<file path="src/rtl/ofdm_pkg.sv">
// Shared definitions for the OFDM frame sequencer: state encoding, default
// frame geometry and the sample payload handed to the output register.
package ofdm_pkg;

   localparam int unsigned PRE_LEN_DEF = 320;
   localparam int unsigned SYM_LEN_DEF = 80;
   localparam int unsigned GAP_LEN_DEF = 16;
   localparam int unsigned SAMPLE_W    = 16;
   localparam int unsigned NSYM_W      = 8;

   typedef enum logic [1:0] {
      ST_IDLE     = 2'd0,
      ST_PREAMBLE = 2'd1,
      ST_DATA     = 2'd2,
      ST_GAP      = 2'd3
   } ofdm_state_e;

   typedef struct packed {
      logic [SAMPLE_W-1:0] data;
      logic                sop;
      logic                eop;
   } ofdm_sample_t;

   // Counter width able to index 0..n-1, never narrower than one bit
   function automatic int unsigned cnt_w(input int unsigned n);
      return (n <= 1) ? 1 : $clog2(n);
   endfunction

   function automatic int unsigned max3(input int unsigned a,
                                        input int unsigned b,
                                        input int unsigned c);
      int unsigned m;
      m = (a > b) ? a : b;
      return (m > c) ? m : c;
   endfunction

endpackage

</file>
<file path="src/rtl/ofdm_out_reg.sv">
// Output sample register with valid/ready hold: loads whenever it is empty or
// the downstream consumer takes the current sample, otherwise freezes.
module ofdm_out_reg
   import ofdm_pkg::*;
(
   input  logic                clock,
   input  logic                reset,
   input  logic                i_ready,
   input  logic                i_fire,
   input  ofdm_sample_t        i_sample,
   output logic                o_load_c,
   output logic [SAMPLE_W-1:0] o_data,
   output logic                o_valid,
   output logic                o_sop,
   output logic                o_eop
);

   // Register may be overwritten when empty or when its content is consumed
   assign o_load_c = !o_valid || i_ready;

   // Capture a new sample, or a bubble when nothing fires, on every load
   always_ff @(posedge clock or posedge reset) begin
      if (reset) begin
         o_data  <= '0;
         o_valid <= 1'b0;
         o_sop   <= 1'b0;
         o_eop   <= 1'b0;
      end else if (o_load_c) begin
         o_valid <= i_fire;
         o_data  <= i_fire ? i_sample.data : '0;
         o_sop   <= i_fire && i_sample.sop;
         o_eop   <= i_fire && i_sample.eop;
      end
   end

endmodule

</file>
<file path="src/rtl/ofdm_frame_sequencer.sv">
// OFDM frame sequencer: on request emits one frame made of a preamble, n_sym
// data symbols and a zero gap, muxing two upstream streams into a single
// registered output with valid/ready flow control.
module ofdm_frame_sequencer
   import ofdm_pkg::*;
#(
   parameter int unsigned PRE_LEN = PRE_LEN_DEF,
   parameter int unsigned SYM_LEN = SYM_LEN_DEF,
   parameter int unsigned GAP_LEN = GAP_LEN_DEF
)(
   input  logic               clock,
   input  logic               reset,
   input  logic               enable,
   input  logic [7:0]         n_sym,
   input  logic signed [15:0] pre_data,
   input  logic               pre_valid,
   output logic               pre_ready,
   input  logic signed [15:0] dat_data,
   input  logic               dat_valid,
   output logic               dat_ready,
   input  logic               ready_in,
   output logic signed [15:0] out_i,
   output logic               out_valid,
   output logic               sop,
   output logic               eop,
   output logic               busy
);

   localparam int unsigned SAMP_W = max3(cnt_w(PRE_LEN), cnt_w(SYM_LEN), cnt_w(GAP_LEN));

   ofdm_state_e         r_state;
   logic [SAMP_W-1:0]   r_samp_cnt;
   logic [NSYM_W-1:0]   r_sym_cnt;
   logic [NSYM_W-1:0]   r_nsym;
   logic                r_busy;

   logic                w_load;
   logic                w_pre_fire;
   logic                w_dat_fire;
   logic                w_gap_fire;
   logic                w_fire;
   logic                w_pre_last;
   logic                w_sym_end;
   logic                w_last_sym;
   logic                w_gap_last;
   ofdm_sample_t        w_sample;
   logic [SAMPLE_W-1:0] w_out_data;

   // Upstream handshakes happen only when the output register can take the sample
   assign pre_ready  = (r_state == ST_PREAMBLE) && w_load;
   assign dat_ready  = (r_state == ST_DATA) && w_load;
   assign w_pre_fire = pre_ready && pre_valid;
   assign w_dat_fire = dat_ready && dat_valid;
   assign w_gap_fire = (r_state == ST_GAP) && w_load;
   assign w_fire     = w_pre_fire || w_dat_fire || w_gap_fire;

   // Position decodes used for phase transitions and frame markers
   assign w_pre_last = (r_samp_cnt == SAMP_W'(PRE_LEN - 1));
   assign w_sym_end  = (r_samp_cnt == SAMP_W'(SYM_LEN - 1));
   assign w_gap_last = (r_samp_cnt == SAMP_W'(GAP_LEN - 1));
   assign w_last_sym = ((r_sym_cnt + NSYM_W'(1)) == r_nsym);

   // Select the sample presented to the output register and tag frame edges
   always_comb begin
      w_sample = '0;
      case (r_state)
         ST_PREAMBLE: begin
            w_sample.data = pre_data;
            w_sample.sop  = (r_samp_cnt == '0);
            w_sample.eop  = w_pre_last && (r_nsym == '0);
         end
         ST_DATA: begin
            w_sample.data = dat_data;
            w_sample.eop  = w_sym_end && w_last_sym;
         end
         default: w_sample = '0;
      endcase
   end

   // Frame FSM with sample/symbol counters; counters advance only on accepted samples
   always_ff @(posedge clock or posedge reset) begin
      if (reset) begin
         r_state    <= ST_IDLE;
         r_samp_cnt <= '0;
         r_sym_cnt  <= '0;
         r_nsym     <= '0;
         r_busy     <= 1'b0;
      end else begin
         case (r_state)
            ST_IDLE: begin
               if (enable) begin
                  r_state    <= ST_PREAMBLE;
                  r_nsym     <= n_sym;
                  r_samp_cnt <= '0;
                  r_sym_cnt  <= '0;
                  r_busy     <= 1'b1;
               end
            end
            ST_PREAMBLE: begin
               if (w_pre_fire) begin
                  if (w_pre_last) begin
                     r_samp_cnt <= '0;
                     r_state    <= (r_nsym == '0) ? ST_GAP : ST_DATA;
                  end else begin
                     r_samp_cnt <= r_samp_cnt + SAMP_W'(1);
                  end
               end
            end
            ST_DATA: begin
               if (w_dat_fire) begin
                  if (w_sym_end) begin
                     r_samp_cnt <= '0;
                     r_sym_cnt  <= r_sym_cnt + NSYM_W'(1);
                     if (w_last_sym) begin
                        r_state <= ST_GAP;
                     end
                  end else begin
                     r_samp_cnt <= r_samp_cnt + SAMP_W'(1);
                  end
               end
            end
            ST_GAP: begin
               if (w_gap_fire) begin
                  if (w_gap_last) begin
                     r_samp_cnt <= '0;
                     // A pending request chains the next frame with no idle cycle
                     if (enable) begin
                        r_state   <= ST_PREAMBLE;
                        r_nsym    <= n_sym;
                        r_sym_cnt <= '0;
                     end else begin
                        r_state <= ST_IDLE;
                        r_busy  <= 1'b0;
                     end
                  end else begin
                     r_samp_cnt <= r_samp_cnt + SAMP_W'(1);
                  end
               end
            end
            default: begin
               r_state <= ST_IDLE;
               r_busy  <= 1'b0;
            end
         endcase
      end
   end

   // Output register with 1-cycle latency and stall hold
   ofdm_out_reg u_out_reg (
      .clock    (clock),
      .reset    (reset),
      .i_ready  (ready_in),
      .i_fire   (w_fire),
      .i_sample (w_sample),
      .o_load_c (w_load),
      .o_data   (w_out_data),
      .o_valid  (out_valid),
      .o_sop    (sop),
      .o_eop    (eop)
   );

   assign out_i = w_out_data;
   assign busy  = r_busy;

endmodule

</file>
<file path="config.mk">
export PLATFORM = sky130hd
export DESIGN_NAME = ofdm_frame_sequencer
export DESIGN_NICKNAME = d
export VERILOG_FILES = /design/src/rtl/ofdm_pkg.sv /design/src/rtl/ofdm_out_reg.sv /design/src/rtl/ofdm_frame_sequencer.sv
export SDC_FILE = /design/constraint.sdc
export NUM_CORES = 1
export LEC_CHECK = 0
export CAP_MARGIN = 5
export CORE_ASPECT_RATIO = 1.1
export CORE_UTILIZATION = 35
export CTS_CLUSTER_DIAMETER = 150
export DETAILED_ROUTE_END_ITERATION = 12
export GPL_TIMING_DRIVEN = 0
export SLEW_MARGIN = 20
export SYNTH_ARGS = -nofsm -noshare
export SYNTH_HDL_FRONTEND = slang
export SYNTH_HIERARCHICAL = 1
export SYNTH_SLANG_ARGS = --single-unit
export TNS_END_PERCENT = 50
</file>
<file path="constraint.sdc">
create_clock -name clock -period 4.1 [get_ports clock]
set_input_delay 0.41 -clock clock [delete_from_list [all_inputs] [get_ports clock]]
set_output_delay 0.41 -clock clock [all_outputs]
set_load 0.02 [all_outputs]
</file>
## Word level (Yosys, flattened, before mapping)

Index checks and enable logic that the tools add are counted.

| word-level totals | value |
|---|---|
| input port bits | 46 |
| logic and storage cells | 88 |
| output and inout port bits | 22 |
| flip-flop bits (word level) | 47 |

| cells by class | value |
|---|---|
| add/sub/neg operators | 2 |
| reductions and logical operators | 23 |
| mux-type cells | 38 |
| equality and inequality tests | 16 |

Operators with widths:

| cell | count |
|---|---|
| $mux 8 | 8 |
| $mux 9 | 7 |
| $pmux 9 s4 | 1 |
| $pmux 16 s2 | 1 |
| $pmux 8 s3 | 1 |
| $ne 2x2->1 const B | 9 |
| $mux 16 | 1 |
| $mux 2 | 8 |
| $pmux 8 s2 | 1 |
| $reduce_and 5->1 | 2 |
| $add 9x1->9 const B | 1 |
| $eq 9x4->1 const B | 1 |
| $eq 9x7->1 const B | 1 |
| $eq 9x9->1 const B | 1 |
| $logic_and 1x1->1 | 9 |
| $logic_not 9->1 | 1 |
| $add 8x1->8 const B | 1 |
| $eq 8x8->1 | 1 |
| $logic_not 8->1 | 1 |
| $pmux 2 s4 | 1 |
| $reduce_and 8->1 | 1 |
| $mux 1 | 7 |
| $eq 2x2->1 const B | 2 |
| $pmux 1 s2 | 2 |
| other kinds (8) | 10 |

## Longest topological paths before layout

| depth | value |
|---|---|
| word-level depth | 7 |
| gate-level depth with buffers | 10 |
| gate-level depth less buffers | 9 |

## Hierarchy

Netlist, hierarchy kept.

Modules (own cells, without submodules):

| module | seq. area each (µm²) | instances | cells each | area each (µm²) |
|---|---|---|---|---|
| ofdm_frame_sequencer | 700.7 | 1 | 240 | 2062.0 |
| ofdm_out_reg | 475.5 | 1 | 84 | 852.1 |

## Least setup slack after synthesis

OpenSTA, ideal clock, no wires.

| timing path | value |
|---|---|
| kind | reg-to-reg |
| start | reg u_out_reg.o_valid |
| end | reg r_state[1] |
| path buffers | 2 |
| library setup time | 0.125 ns |
| arrival | 2.024 ns |
| period minus slack after synthesis | 2.148 ns |
| path slack | 1.952 ns |
| required time | 3.975 ns |
| stages on the path, launching flop included | 11 |
| path through | dfrtp_1 > buf_6 > nor2b_4 > buf_6 > inv_1 > nand2b_1 > nand2b_1 > a221o_1 > nor2_1 > o21ai_0 > mux2_2 |

| on the way | value |
|---|---|
| word-level cells in the longest chain between the ends | 6 |
| elaborated cells on any way between the ends | 11 |
| those cells by class | 3 x eq/ne; 8 x reduce/logical |

Ends and longest elaborated chain:

| item | RTL line | source |
|---|---|---|
| start, declared | ofdm_out_reg.sv:13 | `output logic o_valid,` |
| start signal, assigned | ofdm_out_reg.sv:29 | `o_valid <= i_fire;` |
| $logic_not 1->1 (*) | ofdm_out_reg.sv:19 | `assign o_load_c = !o_valid \|\| i_ready;` |
| $logic_or 1x1->1 (*) | ofdm_out_reg.sv:19 |  |
| via w_load | ofdm_frame_sequencer.sv:37 | `logic w_load;` |
| $logic_and 1x1->1, on equally long branches | ofdm_frame_sequencer.sv:51, ofdm_frame_sequencer.sv:50 |  |
| $logic_and 1x1->1, on equally long branches | ofdm_frame_sequencer.sv:53, ofdm_frame_sequencer.sv:52 |  |
| $ne 2x2->1 (no line) | -- |  |
| $reduce_and 8->1 (no line) (*) | -- |  |
| end signal, assigned | ofdm_frame_sequencer.sv:103 | `r_state <= (r_nsym == '0) ? ST_GAP : ST_DATA;` |
| end, declared | ofdm_frame_sequencer.sv:31 | `ofdm_state_e r_state;` |

Mark *: on every way through the listed nets, which the timed path passes. The rest lies on a longest branch.
A chain may end at the register's enable or synchronous reset.

## Worst setup path after layout

| timing path | value |
|---|---|
| start | reg r_state[1] |
| end | out pre_ready |

| on the way | value |
|---|---|
| word-level cells in the longest chain between the ends | 2 |

Ends and longest elaborated chain:

| item | RTL line | source |
|---|---|---|
| $eq 2x1->1 | ofdm_frame_sequencer.sv:50 | `assign pre_ready = (r_state == ST_PREAMBLE) && w_load;` |
| $logic_and 1x1->1 | ofdm_frame_sequencer.sv:50 |  |
| end, declared | ofdm_frame_sequencer.sv:17 | `output logic pre_ready,` |

No other way between the ends.

==> out/qor.csv <==
stage,metric,value,unit
status,status,completed,
clock_network,Clock Pin Slew Worst Setup and Hold Paths,90,ps
logic_synthesis,asr flop ratio synth,100,%
detailed_routing,drt drc,0,
critical_path,R2R depth,6,
logic_synthesis,Syn Inst Count,324,
logic_synthesis,area of the mapped netlist,0.00291,mm^2
global_route,All-Layer GR Usage,18.4,%
logic_synthesis,post-synthesis register bit count,47,
detailed_routing,initial drt markers,129,
floorplan,Die Ht,97.7,um
clock_network,CTS tree,done,
sta,final hold vios,0,
sta,RSZ-0062 raised after global routing,false,
floorplan,Core Rows,34,
critical_path,RR Endpoint,r_state[1]$_DFFE_PP0P_,
sta,skew final,6.62,ps
critical_path,worst path required time,3690,ps
finish,area of the multi-input gates,0.00157,mm^2
logic_synthesis,"Warnings, synthesis",6,
floorplan,core area,0.00800,mm^2
finish,fin nets,451,
placed_design,GP Congestion,0.881,
pwr,VDD IR-drop max,0.178,mV
floorplan,Ports,68,
floorplan,total die area,0.00870,mm^2
pwr,Leak,1.58,nW
floorplan,initial cell density of the core,36.4,%
critical_path,slowest CP cell,clkdlybuf4s50_1,
finish,synthesis-to-layout area growth,31.7,%
sta,Fmax,308,MHz
detailed_routing,Detailed Routing Iterations Pass 1,4,
logic_synthesis,sequential share of the synthesized area,40.4,%
detailed_routing,Via density,5.22,
sta,Slew Limit Fails,0,
sta,crit path time final,3240,ps
clock_network,Post-CTS Setup Inserts,0,
clock_network,clock sinks,47,
logic_synthesis,"EDFF count, synth",0,
finish,Reg area,0.00118,mm^2
sta,Setup Viol. Count Final,0,
floorplan,Die Wd,89,um
finish,most frequent cells in the layout,"clkdlybuf4s50_1, dfrtp_1, nand2_1",
finish,"most common cell after layout, fill and taps aside",clkdlybuf4s50_1,
global_route,vias in the first global route,2611,
finish,antenna cells,0,
global_route,initial antenna violation count,0,
sta,Setup TNS,0,ps
logic_synthesis,Synth Area per Inst,8.99,um^2
hold_path,worst min path class,in2async,
placed_design,hpwl dp,5640,um
global_route,first-pass GRT wire length,12600,um
detailed_routing,Routed WL,7650,um
critical_path,startpoint type of the worst setup path,register,
global_route,pin count of the biggest net entering global routing,29,
sta,Worst-Margin Slew,857,ps
critical_path,CP Depth,6,
detailed_routing,total number of vias,2649,
critical_path,end point of the critical path,pre_ready,
placed_design,# port buffers,67,
pwr,Design Power,0.00216,W
clock_network,# hold bufs at CTS,0,
clock_network,CTS Buf Count,5,
clock_network,post-cts resize count,0,
detailed_routing,post-route ant nets,0,
critical_path,Critical Path Fanout Max,10,
critical_path,"Top cell by count, worst path",clkbuf_1,
critical_path,reg2reg start,r_sym_cnt[0]$_DFFE_PP0P_,
flow_run,Max Cap Viol,0,
logic_synthesis,syn_nets,377,
logic_synthesis,primary flip-flop cell chosen by synthesis mapping,dfrtp_1,
critical_path,worst path bufs/invs,4,
pwr,P per Cell Area,563,mW/mm^2
clock_network,clk root buf,clkbuf_8,
sta,crit share post-route,79.1,%
clock_network,H-Tree Depth,2,
critical_path,CP cell instances,inv_1 -> ha_1 -> clkbuf_1 -> clkbuf_1 -> and2_1 -> clkdlybuf4s50_1,
sta,Max-Slew Margin vs Limit,41.4,%
finish,layout cells sized above 1,8.52,%
detailed_routing,WL/cell,15.1,um
clock_network,Clock Path Buffers,2,
critical_path,WS Path Type,reg2out,
critical_path,critical path arrival,2830,ps
critical_path,crit path launch,r_state[1]$_DFFE_PP0P_,
global_route,GRT overflow,0,
finish,Fill cells,833,
critical_path,CP endpoint kind,output port,
critical_path,Crit path max-delay family,buffers and inverters,
clock_network,Skew-Pair Late Insertion Delay,300,ps
critical_path,CP peak stage delay,620,ps
critical_path,R2R setup slack,1250,ps
logic_synthesis,Yosys cell types,53,
==> cells by family after synthesis <==
family	count (synthesis)	synth area share [%]
flops	47	40.4
simple gates	131	24.9
xor+xnor	7	2.10
buf+inv	35	5.71
compound gates	85	19.5
mux	12	4.51
fa+ha+maj	7	3.01
==> cells in the mapped netlist, types with 6 or more instances <==
cell / instances / area share (%)
dfrtp_1: 47 / 40
nand2_1: 34 / 4.4
o21ai_0: 27 / 4.6
nor2b_1: 20 / 4.3
nand3b_1: 18 / 4.6
a22oi_1: 16 / 4.1
inv_1: 14 / 1.8
nor2_1: 12 / 1.5
nand3_1: 11 / 1.9
mux2_2: 9 / 3.5
clkbuf_1: 7 / 0.90
ha_1: 7 / 3.0
nand4_1: 7 / 1.5
a31oi_1: 6 / 1.3
buf_2: 6 / 1.0
nor3_1: 6 / 1.0
o21ai_1: 6 / 1.0
==> area by class of cell <==
| class | count | share of cell area, % |
|---|---|---|
| repair buffers | 67 | 17.5 |
| plain buffers | 20 | 2.87 |
| clock buffers | 6 | 2.15 |
| inverters | 15 | 1.47 |
| flip-flops and latches | 47 | 30.6 |
| clock inverters | 2 | 0.913 |
| multi-input cells | 242 | 41.0 |
| well taps | 108 | 3.52 |
==> state kept, by name, summed over array words and instances, names as in the netlist <==
signal             cells
r_samp_cnt             9
u_out_reg/o_eop        1
u_out_reg/o_data      16
u_out_reg/o_valid      1
busy                   1
r_state                2
r_sym_cnt              8
r_nsym                 8
u_out_reg/o_sop        1
==> worst min-delay path by stage <==
| stage | end |
|---|---|
| finish | r_samp_cnt[2]$_DFFE_PP0P_ |
| global route | u_out_reg/o_data[1]$_DFFE_PP0P_ |
| CTS | r_sym_cnt[7]$_DFFE_PP0P_ |
| detailed placement | r_sym_cnt[7]$_DFFE_PP0P_ |
| global placement | r_sym_cnt[7]$_DFFE_PP0P_ |
| floorplan | u_out_reg/o_data[0]$_DFFE_PP0P_ |
==> where the power goes <==
part / internal, W / leakage [nW] / switching (W)
registers: 0.000599 / 0.625 / 0.000107
clock network: 0.000198 / 0.0612 / 0.000164
logic: 0.000484 / 0.893 / 0.000608
total: 0.00128 / 1.58 / 0.000878
==> metal layers <==
metal | share of wire [%] | vias to the layer above | global-route usage [%] | routed length (um)
met2 | 47 | 69 | 30.4 | 3580
met5 | 0 | - | 0 | 0
met3 | 5.5 | 8 | 2.55 | 420
met1 | 46 | 1242 | 24.5 | 3560
li1 | - | 1330 | - | -
met4 | 1.3 | 0 | 6.11 | 99
==> metrics by stage <==
step | hold WS (ps) | utilization [%] | setup slack, ps | instances | instance area (um^2)
finish | 519 | 48.0 | 857 | 507 | 3840
global route | 558 | 48.0 | 616 | 507 | 3840
CTS | 527 | 48.0 | 758 | 507 | 3840
detailed placement | 505 | 46.5 | 1110 | 499 | 3720
global placement | 492 | 46.5 | 1130 | 499 | 3720
floorplan | 361 | - | 1950 | 324 | 2910
Power figures use the tool's default switching activity.
